$ cat config.mk
export PLATFORM = sky130hd
export DESIGN_NAME = fwd_hazard_unit_flat
export DESIGN_NICKNAME = d
export VERILOG_FILES = /design/src/rtl/fwd_hazard_unit_if.sv /design/src/rtl/fwd_hazard_unit.sv /design/src/flat_wrapper.sv
export SDC_FILE = /design/constraint.sdc
export NUM_CORES = 1
export LEC_CHECK = 0
export ABC_AREA = 1
export CORE_MARGIN = 2
export CORE_UTILIZATION = 30
export CTS_CLUSTER_DIAMETER = 40
export DETAILED_ROUTE_END_ITERATION = 8
export PLACE_DENSITY_LB_ADDON = 0.15
export SLEW_MARGIN = 25
export SYNTH_ARGS = -nofsm -noshare
export SYNTH_HDL_FRONTEND = slang
export SYNTH_SLANG_ARGS = --single-unit
$ cat constraint.sdc
create_clock -name clk -period 1.6 [get_ports clk]
set_clock_uncertainty 0.1 [all_clocks]
set_input_delay 0.32 -clock clk [delete_from_list [all_inputs] [get_ports clk]]
set_output_delay 0.32 -clock clk [all_outputs]
set_load 0.01 [all_outputs]
$ cat src/rtl/fwd_hazard_unit_if.sv
// ---------------------------------------------------------------------------
// fwd_hazard_unit_if
//   Bundles every pipeline-side signal of fwd_hazard_unit so the unit can be
//   wired between ID/EX and the ALU with a single port.
//
//   Modports
//     master : pipeline side; drives the ID / ID-EX / EX-MEM / MEM-WB / MD
//              issue fields and observes forwarding selects, operands, stall
//              controls and MD scoreboard status.
//     slave  : fwd_hazard_unit side (directions mirrored).
//
//   Signal groups
//     ID stage     : id_rs, id_rt, id_uses_rs, id_uses_rt, id_md_op
//     ID/EX        : ex_rs, ex_rt, ex_rs_data, ex_rt_data,
//                    ex_rd, ex_write, ex_is_load
//     EX/MEM       : ex_mem_rd, ex_mem_write, ex_mem_data
//     MEM/WB       : mem_wb_rd, mem_wb_write, mem_wb_data
//     MD issue     : md_start, md_rd
//     Outputs      : fwd_a, fwd_b, op_a, op_b, stall, flush_ex,
//                    md_busy, md_done, md_done_rd, md_overrun
//     Optional     : stall_cycles (only when FWD_STALL_CNT_EN is defined)
// ---------------------------------------------------------------------------
interface fwd_hazard_unit_if #(
  parameter int ADDR_W = 5,
  parameter int DATA_W = 32
);
  logic [ADDR_W-1:0] id_rs;
  logic [ADDR_W-1:0] id_rt;
  logic              id_uses_rs;
  logic              id_uses_rt;
  logic              id_md_op;

  logic [ADDR_W-1:0] ex_rs;
  logic [ADDR_W-1:0] ex_rt;
  logic [DATA_W-1:0] ex_rs_data;
  logic [DATA_W-1:0] ex_rt_data;
  logic [ADDR_W-1:0] ex_rd;
  logic              ex_write;
  logic              ex_is_load;

  logic [ADDR_W-1:0] ex_mem_rd;
  logic              ex_mem_write;
  logic [DATA_W-1:0] ex_mem_data;

  logic [ADDR_W-1:0] mem_wb_rd;
  logic              mem_wb_write;
  logic [DATA_W-1:0] mem_wb_data;

  logic              md_start;
  logic [ADDR_W-1:0] md_rd;

  logic [1:0]        fwd_a;
  logic [1:0]        fwd_b;
  logic [DATA_W-1:0] op_a;
  logic [DATA_W-1:0] op_b;
  logic              stall;
  logic              flush_ex;
  logic              md_busy;
  logic              md_done;
  logic [ADDR_W-1:0] md_done_rd;
  logic              md_overrun;
`ifdef FWD_STALL_CNT_EN
  logic [31:0]       stall_cycles;
`endif

  modport master (
    output id_rs, id_rt, id_uses_rs, id_uses_rt, id_md_op,
    output ex_rs, ex_rt, ex_rs_data, ex_rt_data, ex_rd, ex_write, ex_is_load,
    output ex_mem_rd, ex_mem_write, ex_mem_data,
    output mem_wb_rd, mem_wb_write, mem_wb_data,
    output md_start, md_rd,
    input  fwd_a, fwd_b, op_a, op_b, stall, flush_ex,
    input  md_busy, md_done, md_done_rd, md_overrun
`ifdef FWD_STALL_CNT_EN
    , input stall_cycles
`endif
  );

  modport slave (
    input  id_rs, id_rt, id_uses_rs, id_uses_rt, id_md_op,
    input  ex_rs, ex_rt, ex_rs_data, ex_rt_data, ex_rd, ex_write, ex_is_load,
    input  ex_mem_rd, ex_mem_write, ex_mem_data,
    input  mem_wb_rd, mem_wb_write, mem_wb_data,
    input  md_start, md_rd,
    output fwd_a, fwd_b, op_a, op_b, stall, flush_ex,
    output md_busy, md_done, md_done_rd, md_overrun
`ifdef FWD_STALL_CNT_EN
    , output stall_cycles
`endif
  );
endinterface

$ cat src/rtl/fwd_hazard_unit.sv
// ---------------------------------------------------------------------------
// fwd_hazard_unit
//   Operand forwarding, load-use stall detection and a single-entry
//   multiply/divide scoreboard for a classic 5-stage pipeline. Sits between
//   the ID/EX register and the ALU inputs and drives the IF/ID hold (stall)
//   and ID/EX bubble (flush_ex) controls.
//
//   Parameters
//     ADDR_W : register address width (register 0 reads as zero and is never
//              forwarded or scoreboarded)
//     DATA_W : operand width
//     MD_LAT : MD latency in cycles from acceptance to writeback, 2..16
//
//   Ports
//     clk    : pipeline clock
//     rst_n  : asynchronous active-low reset
//     bus    : fwd_hazard_unit_if.slave, all pipeline-side signals
//
//   Optional feature (macro FWD_STALL_CNT_EN)
//     When defined, bus.stall_cycles counts cycles with stall=1, saturating
//     at 0xFFFFFFFF and cleared by rst_n. When undefined the counter and the
//     signal do not exist.
// ---------------------------------------------------------------------------
module fwd_hazard_unit #(
  parameter int ADDR_W = 5,
  parameter int DATA_W = 32,
  parameter int MD_LAT = 4
) (
  input logic              clk,
  input logic              rst_n,
  fwd_hazard_unit_if.slave bus
);

  localparam logic [1:0] SEL_RF  = 2'b00;
  localparam logic [1:0] SEL_MEM = 2'b10;
  localparam logic [1:0] SEL_WB  = 2'b01;

  // Counter reload: the first BUSY cycle already counts as one latency cycle.
  localparam logic [3:0] LAT_M1  = 4'(MD_LAT - 1);

  typedef enum logic {
    S_IDLE = 1'b0,
    S_BUSY = 1'b1
  } md_state_t;

  // -------------------------------------------------------------------------
  // Helper functions
  // -------------------------------------------------------------------------
  // Forward select for one source operand; EX/MEM is the younger result and
  // therefore wins over MEM/WB.
  function automatic logic [1:0] fwd_sel(
    input logic [ADDR_W-1:0] src,
    input logic              mem_write,
    input logic [ADDR_W-1:0] mem_rd,
    input logic              wb_write,
    input logic [ADDR_W-1:0] wb_rd
  );
    logic [1:0] sel;
    sel = SEL_RF;
    if (mem_write && (mem_rd != '0) && (mem_rd == src)) begin
      sel = SEL_MEM;
    end else if (wb_write && (wb_rd != '0) && (wb_rd == src)) begin
      sel = SEL_WB;
    end
    return sel;
  endfunction

  function automatic logic [DATA_W-1:0] op_mux(
    input logic [1:0]        sel,
    input logic [DATA_W-1:0] rf_data,
    input logic [DATA_W-1:0] mem_data,
    input logic [DATA_W-1:0] wb_data
  );
    logic [DATA_W-1:0] res;
    case (sel)
      SEL_MEM: res = mem_data;
      SEL_WB:  res = wb_data;
      default: res = rf_data;
    endcase
    return res;
  endfunction

  // True when the ID instruction actually reads register dst.
  function automatic logic id_reads(
    input logic [ADDR_W-1:0] dst,
    input logic              uses_rs,
    input logic [ADDR_W-1:0] rs,
    input logic              uses_rt,
    input logic [ADDR_W-1:0] rt
  );
    return (dst != '0) && ((uses_rs && (rs == dst)) || (uses_rt && (rt == dst)));
  endfunction

`ifdef FWD_STALL_CNT_EN
  function automatic logic [31:0] sat_inc(input logic [31:0] val);
    return (val == 32'hFFFF_FFFF) ? val : (val + 32'd1);
  endfunction
`endif

  // -------------------------------------------------------------------------
  // Forwarding and operand muxing (combinational)
  // -------------------------------------------------------------------------
  logic [1:0] w_fwd_a;
  logic [1:0] w_fwd_b;

  always_comb begin
    w_fwd_a = fwd_sel(bus.ex_rs, bus.ex_mem_write, bus.ex_mem_rd,
                      bus.mem_wb_write, bus.mem_wb_rd);
    w_fwd_b = fwd_sel(bus.ex_rt, bus.ex_mem_write, bus.ex_mem_rd,
                      bus.mem_wb_write, bus.mem_wb_rd);
  end

  assign bus.fwd_a = w_fwd_a;
  assign bus.fwd_b = w_fwd_b;
  assign bus.op_a  = op_mux(w_fwd_a, bus.ex_rs_data, bus.ex_mem_data, bus.mem_wb_data);
  assign bus.op_b  = op_mux(w_fwd_b, bus.ex_rt_data, bus.ex_mem_data, bus.mem_wb_data);

  // -------------------------------------------------------------------------
  // MD scoreboard FSM (state, counter and status outputs all registered)
  // -------------------------------------------------------------------------
  md_state_t         r_state;
  logic [3:0]        r_cnt;
  logic [ADDR_W-1:0] r_pend_rd;
  logic              r_md_done;
  logic [ADDR_W-1:0] r_md_done_rd;
  logic              r_md_overrun;

  always_ff @(posedge clk or negedge rst_n) begin
    if (!rst_n) begin
      r_state      <= S_IDLE;
      r_cnt        <= 4'd0;
      r_pend_rd    <= '0;
      r_md_done    <= 1'b0;
      r_md_done_rd <= '0;
      r_md_overrun <= 1'b0;
    end else begin
      case (r_state)
        S_IDLE: begin
          r_md_done    <= 1'b0;
          r_md_done_rd <= '0;
          if (bus.md_start) begin
            r_state   <= S_BUSY;
            r_cnt     <= LAT_M1;
            r_pend_rd <= bus.md_rd;
          end
        end
        S_BUSY: begin
          // A second issue while occupied is dropped; only the flag records it.
          if (bus.md_start) begin
            r_md_overrun <= 1'b1;
          end
          if (r_cnt == 4'd0) begin
            r_state      <= S_IDLE;
            r_md_done    <= 1'b0;
            r_md_done_rd <= '0;
          end else begin
            r_cnt <= r_cnt - 4'd1;
            // Pre-compute the done pulse so it lines up with cnt reaching 0.
            if (r_cnt == 4'd1) begin
              r_md_done    <= 1'b1;
              r_md_done_rd <= r_pend_rd;
            end
          end
        end
        default: begin
          r_state <= S_IDLE;
        end
      endcase
    end
  end

  logic w_md_busy;
  assign w_md_busy = (r_state == S_BUSY);

  assign bus.md_busy    = w_md_busy;
  assign bus.md_done    = r_md_done;
  assign bus.md_done_rd = r_md_done_rd;
  assign bus.md_overrun = r_md_overrun;

  // -------------------------------------------------------------------------
  // Hazard detection and bubble control (combinational)
  // -------------------------------------------------------------------------
  logic w_load_use;
  logic w_md_stall;
  logic w_stall;

  always_comb begin
    w_load_use = bus.ex_is_load && bus.ex_write &&
                 id_reads(bus.ex_rd, bus.id_uses_rs, bus.id_rs,
                          bus.id_uses_rt, bus.id_rt);
    // Held through the md_done cycle: the regfile only holds the result
    // after the md_done edge.
    w_md_stall = w_md_busy &&
                 (bus.id_md_op ||
                  id_reads(r_pend_rd, bus.id_uses_rs, bus.id_rs,
                           bus.id_uses_rt, bus.id_rt));
    w_stall    = w_load_use || w_md_stall;
  end

  assign bus.stall    = w_stall;
  assign bus.flush_ex = w_stall;

`ifdef FWD_STALL_CNT_EN
  // -------------------------------------------------------------------------
  // Stall cycle counter
  // -------------------------------------------------------------------------
  logic [31:0] r_stall_cycles;

  always_ff @(posedge clk or negedge rst_n) begin
    if (!rst_n) begin
      r_stall_cycles <= 32'd0;
    end else if (w_stall) begin
      r_stall_cycles <= sat_inc(r_stall_cycles);
    end
  end

  assign bus.stall_cycles = r_stall_cycles;
`endif

endmodule

$ cat src/flat_wrapper.sv
// flat-port wrapper written by rule: the top's interface ports become plain ports
module fwd_hazard_unit_flat 
#(
  parameter int ADDR_W = 5,
  parameter int DATA_W = 32,
  parameter int MD_LAT = 4
)
  (clk, rst_n, bus_id_rs, bus_id_rt, bus_id_uses_rs, bus_id_uses_rt, bus_id_md_op, bus_ex_rs, bus_ex_rt, bus_ex_rs_data, bus_ex_rt_data, bus_ex_rd, bus_ex_write, bus_ex_is_load, bus_ex_mem_rd, bus_ex_mem_write, bus_ex_mem_data, bus_mem_wb_rd, bus_mem_wb_write, bus_mem_wb_data, bus_md_start, bus_md_rd, bus_fwd_a, bus_fwd_b, bus_op_a, bus_op_b, bus_stall, bus_flush_ex, bus_md_busy, bus_md_done, bus_md_done_rd, bus_md_overrun);
  fwd_hazard_unit_if #(.ADDR_W(ADDR_W), .DATA_W(DATA_W)) bus_i ();
  input logic clk;
  input logic rst_n;
  input wire logic [$bits(bus_i.id_rs)-1:0] bus_id_rs;
  input wire logic [$bits(bus_i.id_rt)-1:0] bus_id_rt;
  input wire logic [$bits(bus_i.id_uses_rs)-1:0] bus_id_uses_rs;
  input wire logic [$bits(bus_i.id_uses_rt)-1:0] bus_id_uses_rt;
  input wire logic [$bits(bus_i.id_md_op)-1:0] bus_id_md_op;
  input wire logic [$bits(bus_i.ex_rs)-1:0] bus_ex_rs;
  input wire logic [$bits(bus_i.ex_rt)-1:0] bus_ex_rt;
  input wire logic [$bits(bus_i.ex_rs_data)-1:0] bus_ex_rs_data;
  input wire logic [$bits(bus_i.ex_rt_data)-1:0] bus_ex_rt_data;
  input wire logic [$bits(bus_i.ex_rd)-1:0] bus_ex_rd;
  input wire logic [$bits(bus_i.ex_write)-1:0] bus_ex_write;
  input wire logic [$bits(bus_i.ex_is_load)-1:0] bus_ex_is_load;
  input wire logic [$bits(bus_i.ex_mem_rd)-1:0] bus_ex_mem_rd;
  input wire logic [$bits(bus_i.ex_mem_write)-1:0] bus_ex_mem_write;
  input wire logic [$bits(bus_i.ex_mem_data)-1:0] bus_ex_mem_data;
  input wire logic [$bits(bus_i.mem_wb_rd)-1:0] bus_mem_wb_rd;
  input wire logic [$bits(bus_i.mem_wb_write)-1:0] bus_mem_wb_write;
  input wire logic [$bits(bus_i.mem_wb_data)-1:0] bus_mem_wb_data;
  input wire logic [$bits(bus_i.md_start)-1:0] bus_md_start;
  input wire logic [$bits(bus_i.md_rd)-1:0] bus_md_rd;
  output wire logic [$bits(bus_i.fwd_a)-1:0] bus_fwd_a;
  output wire logic [$bits(bus_i.fwd_b)-1:0] bus_fwd_b;
  output wire logic [$bits(bus_i.op_a)-1:0] bus_op_a;
  output wire logic [$bits(bus_i.op_b)-1:0] bus_op_b;
  output wire logic [$bits(bus_i.stall)-1:0] bus_stall;
  output wire logic [$bits(bus_i.flush_ex)-1:0] bus_flush_ex;
  output wire logic [$bits(bus_i.md_busy)-1:0] bus_md_busy;
  output wire logic [$bits(bus_i.md_done)-1:0] bus_md_done;
  output wire logic [$bits(bus_i.md_done_rd)-1:0] bus_md_done_rd;
  output wire logic [$bits(bus_i.md_overrun)-1:0] bus_md_overrun;
  assign bus_i.id_rs = bus_id_rs;
  assign bus_i.id_rt = bus_id_rt;
  assign bus_i.id_uses_rs = bus_id_uses_rs;
  assign bus_i.id_uses_rt = bus_id_uses_rt;
  assign bus_i.id_md_op = bus_id_md_op;
  assign bus_i.ex_rs = bus_ex_rs;
  assign bus_i.ex_rt = bus_ex_rt;
  assign bus_i.ex_rs_data = bus_ex_rs_data;
  assign bus_i.ex_rt_data = bus_ex_rt_data;
  assign bus_i.ex_rd = bus_ex_rd;
  assign bus_i.ex_write = bus_ex_write;
  assign bus_i.ex_is_load = bus_ex_is_load;
  assign bus_i.ex_mem_rd = bus_ex_mem_rd;
  assign bus_i.ex_mem_write = bus_ex_mem_write;
  assign bus_i.ex_mem_data = bus_ex_mem_data;
  assign bus_i.mem_wb_rd = bus_mem_wb_rd;
  assign bus_i.mem_wb_write = bus_mem_wb_write;
  assign bus_i.mem_wb_data = bus_mem_wb_data;
  assign bus_i.md_start = bus_md_start;
  assign bus_i.md_rd = bus_md_rd;
  assign bus_fwd_a = bus_i.fwd_a;
  assign bus_fwd_b = bus_i.fwd_b;
  assign bus_op_a = bus_i.op_a;
  assign bus_op_b = bus_i.op_b;
  assign bus_stall = bus_i.stall;
  assign bus_flush_ex = bus_i.flush_ex;
  assign bus_md_busy = bus_i.md_busy;
  assign bus_md_done = bus_i.md_done;
  assign bus_md_done_rd = bus_i.md_done_rd;
  assign bus_md_overrun = bus_i.md_overrun;
  fwd_hazard_unit #(.ADDR_W(ADDR_W), .DATA_W(DATA_W), .MD_LAT(MD_LAT)) u_core (.clk(clk), .rst_n(rst_n), .bus(bus_i));
endmodule
# Word level (Yosys, flattened, before mapping)
# Index checks and enable logic that the tools add are counted.
# W data, S select, Z words.
[word_totals] regBits=17 inputBits=178 out_inout_bits=78 wordCells=69
[op_classes] n_addsub=1 n_eq_ne=16 muxes=18 n_bitwise=1 reduce_logical=27
[op_table] op="$pmux W32 S2" n=2
[op_table] op="$eq A5 B5 Y1" n=8
[op_table] op="$reduce_bool A5 Y1" n=4
[op_table] op="$logic_and A1 B1 Y1" n=15
[op_table] op="$mux W5" n=2
[op_table] op="$pmux W5 S2" n=1
[op_table] op="$mux W4" n=2
[op_table] op="$pmux W4 S2" n=1
[op_table] op="$mux W1" n=6
[op_table] op="$reduce_and A2 Y1" n=3
[op_table] op="$eq A2 B1 Y1 const B" n=2
[op_table] op="$eq A2 B2 Y1 const B" n=2
[op_table] op="$eq A4 B1 Y1 const B" n=1
[op_table] op="$logic_not A4 Y1" n=1
[op_table] op="$logic_or A1 B1 Y1" n=4
[op_table] op="$mux W2" n=2
[op_table] op="$ne A2 B2 Y1 const B" n=2
[op_table] op="$pmux W1 S2" n=2
[op_table] op="$sub A4 B1 Y4 const B" n=1
[op_table] op="$ne A3 B3 Y1 const B" n=1
[op_table] op="$not A1 Y1" n=1

# Logic depth before layout (Yosys ltp)
# Gate-level depths: netlist of the first run.
[logic_depth] depth_word=7 depth_mapped=11 mapped_depth_nobuf=10

# Least setup slack after synthesis of the first run
# No wires, ideal clock.
[synth_timing] path_kind="input to output" start="input bus_mem_wb_rd[1]" end="output bus_op_a[10]" arrival_time_ns=1.306 t_required_ns=1.180 setup_slack_ns=-0.126 stages=9 n_path_buf=2 path_cell_list="buf_4 > nor2_1 > nand3_1 > nand2_2 > inv_2 > nand3_2 > buf_2 > nand3_1 > nand3_1"
[synth_via] elab_chain_len=7 elab_cells_between_ends=9 cone_classes="3 x eq/ne; 3 x mux; 3 x reduce/logical"
[synth_lines] item="start: declaration" line_no="flat_wrapper.sv:27" text="input wire logic [$bits(bus_i.mem_wb_rd)-1:0] bus_mem_wb_rd;"
[synth_lines] item="$reduce_bool A5 Y1" line_no="fwd_hazard_unit.sv:62" text="end else if (wb_write && (wb_rd != '0) && (wb_rd == src)) begin"
[synth_lines] item="$logic_and A1 B1 Y1" line_no="fwd_hazard_unit.sv:62"
[synth_lines] item="$logic_and A1 B1 Y1 (*)" line_no="fwd_hazard_unit.sv:62"
[synth_lines] item="$mux W1 (*)" line_no="fwd_hazard_unit.sv:62"
[synth_lines] item="$mux W2 (*)" line_no="fwd_hazard_unit.sv:60" text="if (mem_write && (mem_rd != '0) && (mem_rd == src)) begin"
[synth_lines] item="$eq A2 B1 Y1 / $eq A2 B2 Y1 (equally long branches)" line_no="fwd_hazard_unit.sv:75" text="case (sel)"
[synth_lines] item="$pmux W32 S2 (*)" line_no="fwd_hazard_unit.sv:75"
[synth_lines] item="end: declaration" line_no="flat_wrapper.sv:34" text="output wire logic [$bits(bus_i.op_a)-1:0] bus_op_a;"
# Every way passes the cells marked *; elsewhere a longest branch is shown, timed or not.

# Worst setup path after layout of the first run
[layout_timing] start="input bus_ex_rt[2]" end="output bus_op_b[16]"
[layout_via] elab_chain_len=6 elab_cells_between_ends=9 cone_classes="4 x eq/ne; 3 x mux; 2 x reduce/logical"
[layout_lines] item="start: declaration" line_no="flat_wrapper.sv:18" text="input wire logic [$bits(bus_i.ex_rt)-1:0] bus_ex_rt;"
[layout_lines] item="$eq A5 B5 Y1" line_no="fwd_hazard_unit.sv:62"
[layout_lines] item="$logic_and A1 B1 Y1" line_no="fwd_hazard_unit.sv:62"
[layout_lines] item="$mux W1" line_no="fwd_hazard_unit.sv:62"
[layout_lines] item="$mux W2 (*)" line_no="fwd_hazard_unit.sv:60"
[layout_lines] item="$eq A2 B1 Y1 / $eq A2 B2 Y1 (equally long branches)" line_no="fwd_hazard_unit.sv:75"
[layout_lines] item="$pmux W32 S2 (*)" line_no="fwd_hazard_unit.sv:75"
[layout_lines] item="end: declaration" line_no="flat_wrapper.sv:35" text="output wire logic [$bits(bus_i.op_b)-1:0] bus_op_b;"
# Marked as above.

==> impl_summary.md, run 1 <==
Route
Wires add up to approximately 25000 µm. After detailed routing, the number of remaining DRC violations is 0. For this block, the via count after detailed routing is approximately 6000. The number of iterations in the first detailed-routing pass is 5. In the routed layout, each cell is associated on average with a via count of 5.90. For this block, the initial DRC count from the detailed router was approximately 450. The total met2 wirelength after detailed routing is around 11000 µm.

The count of nets left with antenna violations once routing finished came out at 0. The highest routed metal layer is met4. The met1 layer wirelength in the final routing is 8250 µm. The detailed route wirelength on metal3 is ~2800 µm.

The detailed-route wire length per cell is 24.9 µm.

Clocking
Clock latency on the worst-skew pair, taken at its later pin, is approximately 250 ps. After clock tree synthesis, the clock-pin slew on the worst setup and hold paths is 70 ps. The number of buffers added by the clock tree synthesis step is 3.

TritonCTS built the clock tree. Clock tree synthesis selected as its root buffer the cell sky130_fd_sc_hd__clkbuf_8. The clock net in this run drives a total of 17 sinks. The clock tree buffer depth is 2. The total number of H-tree levels is 1.

Setup path
The critical-path cell with the highest stage delay is sky130_fd_sc_hd__nand2_1. The worst setup path is launched from a primary input. STA classifies the critical path endpoint as an output pin. The most numerous cell type found on the critical path is sky130_fd_sc_hd__buf_12. The number of cells on the worst reg-to-reg path is 9. The stage delay of the slowest cell on the critical path is roughly 260 ps. The slack of the worst reg-to-reg path is about 30 ps. The worst flop-to-flop path endpoint is u_core.bus.md_done_rd[1]$_DFFE_PN0P_. The signal on the critical path passes through buf_2 > xor2_1 > nor2_4 > nand3_4 > buf_12 > clkinv_16 > buf_12 > nand2_1 > nand3_2 > buf_6.

Data arrives at the worst endpoint at about 2000 ps. The data required time of the critical path is between 1000 and 1500 ps. Of all nets on the critical path, the largest fanout is 8. The kind of critical path is in -> out. The launching point of the worst reg2reg path is u_core.r_cnt[0]$_DFFE_PN0P_.

Timing
The actual transition at the worst max-transition pin is 340 ps. Derived from the worst setup path, the maximum achievable clock frequency is a little over 400 MHz. Setup slack on the critical path of the routed design comes to -820 ps. The final period demand of the worst path is approximately 2400 ps. The final number of max-transition violations is 0.

Summed over all failing endpoints, the final setup total negative slack is -29470 ps. The total setup violations reported at the end of the flow is 70. Headroom to the max-slew limit came out at 0.773. Setup repair after global routing could not meet its margin everywhere. The count of final hold-check violations is 0. Dividing the final minimum period by the clock period gives 1.51.

Pwr
For this design the ratio of total power to cell area is 491 nW/µm². The overall power consumption is between 4 and 5 mW. The worst-case vdd ir drop is about 0.00092 V. For this design the static power due to leakage is just over 4 nW.

Synthesis
Synthesis produced a netlist whose cell count is about 540. During synthesis, Yosys emitted a total of 0 warnings. The netlist area before placement is around 3000 µm². Of the synthesized area, sequential elements account for 0.142. For this run, asynchronously set or reset flops after synthesis account for 1.00. Each instance of the synthesized netlist takes up on average 5.50 µm². The count of flip-flops with a built-in enable after synthesis is 0. The most used flip-flop cell after synthesis is sky130_fd_sc_hd__dfrtp_1. In this run, distinct cell masters in the synthesized netlist total 29. The most used standard cell by instance count after synthesis is sky130_fd_sc_hd__nand3_1. The number of nets handed over by synthesis was approximately 720.

The area share of the largest cell type after synthesis is 0.349. The cell type contributing the most total cell area after synthesis is sky130_fd_sc_hd__nand3_1. Ranked by instance count, the synthesized netlist is headed by sky130_fd_sc_hd__nand3_1, sky130_fd_sc_hd__nand2_1, sky130_fd_sc_hd__inv_1, sky130_fd_sc_hd__nor2_1, sky130_fd_sc_hd__buf_2.

After synthesis the netlist holds a flip-flop and latch count of 17. In the post-synthesis netlist, the biggest area contributors are sky130_fd_sc_hd__nand3_1, sky130_fd_sc_hd__nand2_1, sky130_fd_sc_hd__dfrtp_1.

Floorplanning
The cell row count is 36. The placeable core region is about 9700 µm². The die covers 10800 µm². The effective utilization at floorplan is 0.307. The height of the die is 104 µm. The floorplan step set the die width to 104 µm. The number of placed I/O pins is 256.

Placed design
Buffers placed on the I/O ports in this run total about 260. The last weighted congestion value of the routability-driven placer is about 0.91. Detailed placement finished with a half-perimeter wire length of about 11000 µm.

Global route
The aggregate global-route resource usage is 0.374. The number of antenna violations at the first check in global routing is 0. The via count of the first global-routing pass is 5822. For this run the aggregate overflow at the end of global routing stands at 0. Entering global routing, the biggest net connects 21 pins. The first global-routing pass estimated 32100 µm of wire.

Finish
Compared with the post-synthesis result, the final layout area differs by 189%. The net count of the finished layout is roughly 1000. The ratio of cells with drive above 1 in the final layout is 0.540. The number of fill cells is between 300 and 400.

The number of antenna cells inserted is 0.

Run status
The flow ran to the end, but the final reports show violations. The checks that failed: negative setup slack.

Hold path
The min-delay analysis places its worst path in the category in -> async.

Run
The number of max-cap violations is 0.
worst max path at each step:
stage	slack [ps]	depth (start not counted)	from	end
global route	-820	12	bus_ex_mem_rd[4]	bus_op_b[16]
CTS	-490	11	bus_ex_rt[0]	bus_op_b[17]
floorplan	-70	9	bus_mem_wb_rd[1]	bus_op_a[10]
finish	-820	10	bus_ex_rt[2]	bus_op_b[16]
detailed placement	-1280	11	bus_mem_wb_rd[0]	bus_op_b[17]
global placement	-1260	11	bus_mem_wb_rd[1]	bus_op_a[17]
state kept, by name, indices dropped and copies added (netlist names):
name / flops
u_core.bus.md_done_rd: 5
u_core.r_pend_rd: 5
u_core.bus.md_busy: 1
u_core.bus.md_done: 1
u_core.bus.md_overrun: 1
u_core.r_cnt: 4
per-stage QoR:
stage                     instances  utilization  setup WS, ps  area, µm²  hold slack [ps]
after global routing           1000        0.887          -822       8630              328
after global placement          940        0.627         -1260       6100              340
after detailed placement        940        0.627         -1280       6100              359
final                          1000        0.887          -820       8630              287
after floorplan                 543            -         -74.4       3210            -75.6
after CTS                       999        0.815          -488       7930              286
logic make-up after synthesis:
logic type	count (synthesis)	synth area share
xor+xnor	17	0.0499
buf+inv	80	0.135
compound gates	26	0.0469
simple gates	400	0.614
fa+ha+maj	3	0.0126
flops	17	0.142
critical path, delay by kind of cell:
kind                   cells  cell delay (ps)
AND/OR/NAND/NOR            4              730
buffers and inverters      5              690
XOR/XNOR                   1              230
final cells by class:
| class | count | area (µm²) | area share |
|---|---|---|---|
| repair buffers | 355 | 4120 | 0.477 |
| multi-input cells | 446 | 3650 | 0.424 |
| flip-flops and latches | 17 | 427 | 0.0495 |
| inverters | 45 | 218 | 0.0252 |
| well taps | 133 | 166 | 0.0193 |
| clock buffers | 3 | 41.3 | 0.00479 |
| clock inverters | 1 | 5.00 | 0.000580 |
cell usage in the layout (no fill, tap or decap), drive strengths merged, types with 8 or more instances in the layout:
master         instances
a21oi                 10
buf                  185
clkbuf                 8
clkdlybuf4s50        143
dfrtp                 17
dlygate4sd2           18
inv                   43
nand2                143
nand3                212
nor2                  37
o21ai                  9
xor2                  10
routing by layer:
metal,GRT usage,vias up
met5,0,-
met4,0.279,0
met3,0.0900,208
met2,0.645,474
met1,0.395,2742
li1,-,2475
repair_timing:
item / CTS / global route
hold buffers: 0 / 0
pin swaps: 104 / 64
buffers inserted: 34 / 10
endpoints found under the setup margin: 71 / 80
cloned: 21 / 6
gates resized for setup: 693 / 186
power by group:
part,switching [mW],internal (mW),total (mW)
Sequential,0.164,0.627,0.791
Combinational,1.46,1.68,3.13
Clock,0.141,0.172,0.314
Total,1.76,2.48,4.24
Power figures use the tool's default switching activity.
==> run 2, diff against run 1 <==
- PLACE_DENSITY_LB_ADDON: 0.15 -> 0.05
==> run 2 against run 1 <==
  * The run still ends with negative setup slack left
  * Non-clock buffer count decreased by 6
  * Critical path type unchanged
  * Fmax increased by 11%
  * Largest cell class unchanged
  * Register-to-register slack about the same
  * Clock power about the same
  * Sequential share of layout area increased by 0.53 points
  * Critical endpoint is now bus_op_a[20]
  * Largest power group unchanged
  * First-iteration DRC count increased by 9.4%
  * Sequential power increased by 0.8%
  * Critical path depth increased by 3
  * Worst setup slack improved by 240 ps
  * Via count decreased by 5.8%
  * Global-route usage decreased by 1.9 points
  * Design area decreased by 9.6%
==> impl_summary.md, run 2 (same netlist as run 1, synthesis figures left out) <==
Pwr
The worst-case vdd ir drop is 0.000914 V (was 0.000919 V). The power per cell area is 518 nW/µm² (was 491 nW/µm²). The internal power component is 2.40 mW (was 2.48 mW). The switching power share of the total was 0.404 (was 0.416).

The overall power consumption is 4.03 mW (was 4.24 mW). The switching power was 1.63 mW (was 1.76 mW). The clock network fraction of total power is 0.078 (was 0.074). The sequential fraction of design power came to 0.198 (was 0.187). The share of total power in combinational logic was 0.724 (was 0.739). The leakage power came to 3.77 nW (was 4.14 nW).

Timing
The count of final hold-check violations is 0 (unchanged). The setup TNS after final layout is -32730 ps (was -29470 ps). Setup repair after global routing missed its margin: true (unchanged). The final number of max-transition violations is 0 (unchanged). The total setup violations reported at the end of the flow is 70 (unchanged).

The post-layout worst setup margin is -577 ps (was -820 ps). The relative slew slack is 0.827 (was 0.773). The actual transition at the worst max-transition pin is 259 ps (was 340 ps). The maximum frequency from static timing analysis came to 459 MHz (was 413 MHz). The worst-case hold slack is 294 ps (was 287 ps). The final period demand of the worst path is 2180 ps (was 2420 ps). The period utilization was 1.36 (was 1.51).

Route
The remaining number of nets flagged by the antenna check after routing is 0 (unchanged). The total wire length is 20900 µm (was 24900 µm). The initial DRC count is 487 (was 445). The via count of the routed design is 5556 (was 5899). The number of iterations in the first detailed-routing pass is 6 (was 5). The detailed-route wire length per cell is 21.0 µm (was 24.9 µm). The average via count per standard cell is 5.59 (was 5.90). The DRC violation count after routing is 0 (unchanged).

Finish
The area occupied by multi-input gates is 3070 µm² (was 3650 µm²). The sequential standard cell area is 427 µm² (unchanged). The most common cell after layout, fill and taps aside is sky130_fd_sc_hd__clkdlybuf4s50_1 (was sky130_fd_sc_hd__nand3_2). Commonest cells after routing, fill and taps aside: sky130_fd_sc_hd__clkdlybuf4s50_1, sky130_fd_sc_hd__nand3_2, sky130_fd_sc_hd__nand2_1 (was sky130_fd_sc_hd__nand3_2, sky130_fd_sc_hd__clkdlybuf4s50_1, sky130_fd_sc_hd__nand2_1). The final non-filler cell total is 994 (was 1000).

The signed area change from the synthesized netlist to the final layout was 161% (was 189%). The number of fill cells came to 623 (was 388). The number of antenna cells inserted is 0 (unchanged). The net count reported at finish is 1043 (was 1049). The ratio of cells with drive above 1 in the final layout is 0.447 (was 0.540).

The share of the core filled with cells is 0.801 (was 0.887). The final non-filler cell area is 7790 µm² (was 8630 µm²).

Setup path
The worst path arrival time is 1760 ps (was 2000 ps). The launching point of the worst reg2reg path is u_core.r_cnt[0]$_DFFE_PN0P_ (unchanged). The depth of the worst register-to-register path is 6 (was 9). The largest fanout on the critical path is 8 (unchanged).

The slack of the worst reg-to-reg path is 30 ps (about the same). The worst setup path startpoint is bus_ex_mem_rd[1] (was bus_ex_rt[2]). The kind of critical path is in -> out (unchanged). The worst flop-to-flop path endpoint was u_core.bus.md_done_rd[3]$_DFFE_PN0P_ (was u_core.bus.md_done_rd[1]$_DFFE_PN0P_). The endpoint of the most critical setup path is bus_op_a[20] (was bus_op_b[16]). The endpoint kind of the worst setup timing path is an output pin (unchanged). The data required time of the critical path is 1180 ps (about the same). The startpoint type of the worst setup path is a primary input (unchanged).

Clocking
The number of buffers inserted for hold repair after clock tree synthesis came to 0 (unchanged). The clock latency on the worst-skew pair came to 250 ps (about the same). The total number of H-tree levels is 1 (unchanged). The number of clock sinks seen by CTS is 17 (unchanged).

The CTS tree is done (unchanged). The master cell of the clock root buffer is sky130_fd_sc_hd__clkbuf_8 (unchanged). The number of buffers added by the clock tree synthesis step came to 3 (unchanged). The clock tree buffer depth is 2 (unchanged). The clock-pin transition on the worst setup and hold timing paths is 60 ps (was 70 ps).

Placed design
The total cell area at the placement stage was 6080 µm² (was 6100 µm²). The cell count after placement is 939 (was 940). The last weighted congestion value of the routability-driven placer is 0.924 (was 0.912). The estimated wirelength of the detail-placed design is 11600 µm (was 11500 µm). The pre-CTS setup slack was -1290 ps (was -1280 ps).

The number of port buffers is 255 (unchanged).

Floorplanning
The overall die area came to 10800 µm² (unchanged). The effective utilization at floorplan is 0.307 (unchanged). The height of the die came to 104 µm (unchanged). The die span in x came to 104 µm (unchanged).

The number of placed I/O pins is 256 (unchanged). The placeable core region is 9730 µm² (unchanged). The cell row count is 36 (unchanged).

Global route
The number of antenna violations at the first check in global routing was 0 (unchanged). The first-pass GRT wire length is 30500 µm (was 32100 µm). The aggregate global-route resource usage came to 0.355 (was 0.374).

The pin count of the biggest net entering global routing is 18 (was 21). The via count of the first global-routing pass is 5550 (was 5822). The total grt overflow is 0 (unchanged).

Hold path
The class of the worst hold path is in -> async (unchanged).

Run status
Result of the run: finished, violations left (unchanged). Violated checks: negative setup slack (unchanged).

Run
The number of max-cap violations is 0 (unchanged).
-- run 2: repair_timing --
action / CTS / global route
setup endpoints to repair: 71 / 80
resized for setup: 648 / 58
hold endpoints to repair: 0 / 0
buffers inserted: 25 / 9
gates cloned: 22 / 0
pin swaps: 82 / 25
-- run 2: layout make-up --
type	count	area share
Sequential cell	17	0.0547
Inverter	45	0.0255
Clock inverter	1	0.000642
Multi-Input combinational cell	446	0.394
Tap cell	133	0.0214
Timing Repair Buffer	349	0.498
Clock buffer	3	0.00530
-- run 2: worst min-delay path by stage --
stage	to	slack, ps	from	depth (start not counted)
5_1_grt	u_core.bus.md_overrun$_DFFE_PN0P_	320	rst_n	2
2_1_floorplan	u_core.bus.md_busy$_DFF_PN0_	-80	rst_n	0
3_5_place_dp	u_core.bus.md_overrun$_DFFE_PN0P_	350	u_core.bus.md_overrun$_DFFE_PN0P_	1
3_3_place_gp	u_core.bus.md_overrun$_DFFE_PN0P_	340	u_core.bus.md_overrun$_DFFE_PN0P_	1
6_report	u_core.bus.md_overrun$_DFFE_PN0P_	290	rst_n	2
4_1_cts	u_core.r_cnt[2]$_DFFE_PN0P_	300	rst_n	2
-- run 2: power by group through the flow --
stage,clock [mW],combinational [mW],sequential [mW]
final,0.317,2.92,0.797
after global routing,0.338,3.13,0.824
after CTS,0.323,2.64,0.783
after detailed placement,0,2.37,0.784
after global placement,0,2.33,0.776
after floorplan,0,0.964,0.789
-- run 2: critical path: stages --
cell                       delay (ps)
sky130_fd_sc_hd__buf_8            100
sky130_fd_sc_hd__buf_6            110
sky130_fd_sc_hd__xnor2_2          110
sky130_fd_sc_hd__nand2_1           90
sky130_fd_sc_hd__nor2_2           150
sky130_fd_sc_hd__nand3_4          130
sky130_fd_sc_hd__buf_12           180
sky130_fd_sc_hd__clkinv_8          50
sky130_fd_sc_hd__buf_8            110
sky130_fd_sc_hd__buf_16           150
sky130_fd_sc_hd__nand2_4           60
sky130_fd_sc_hd__nand3_4           90
sky130_fd_sc_hd__buf_6            110
-- run 2: routing by layer --
metal	track usage	vias up	part of all wire	wire length, µm
met2	0.615	405	0.48	10100
met4	0.237	0	0.078	1630
li1	-	2470	-	-
met3	0.0749	133	0.093	1940
met5	0	-	0	0
met1	0.389	2548	0.34	7210
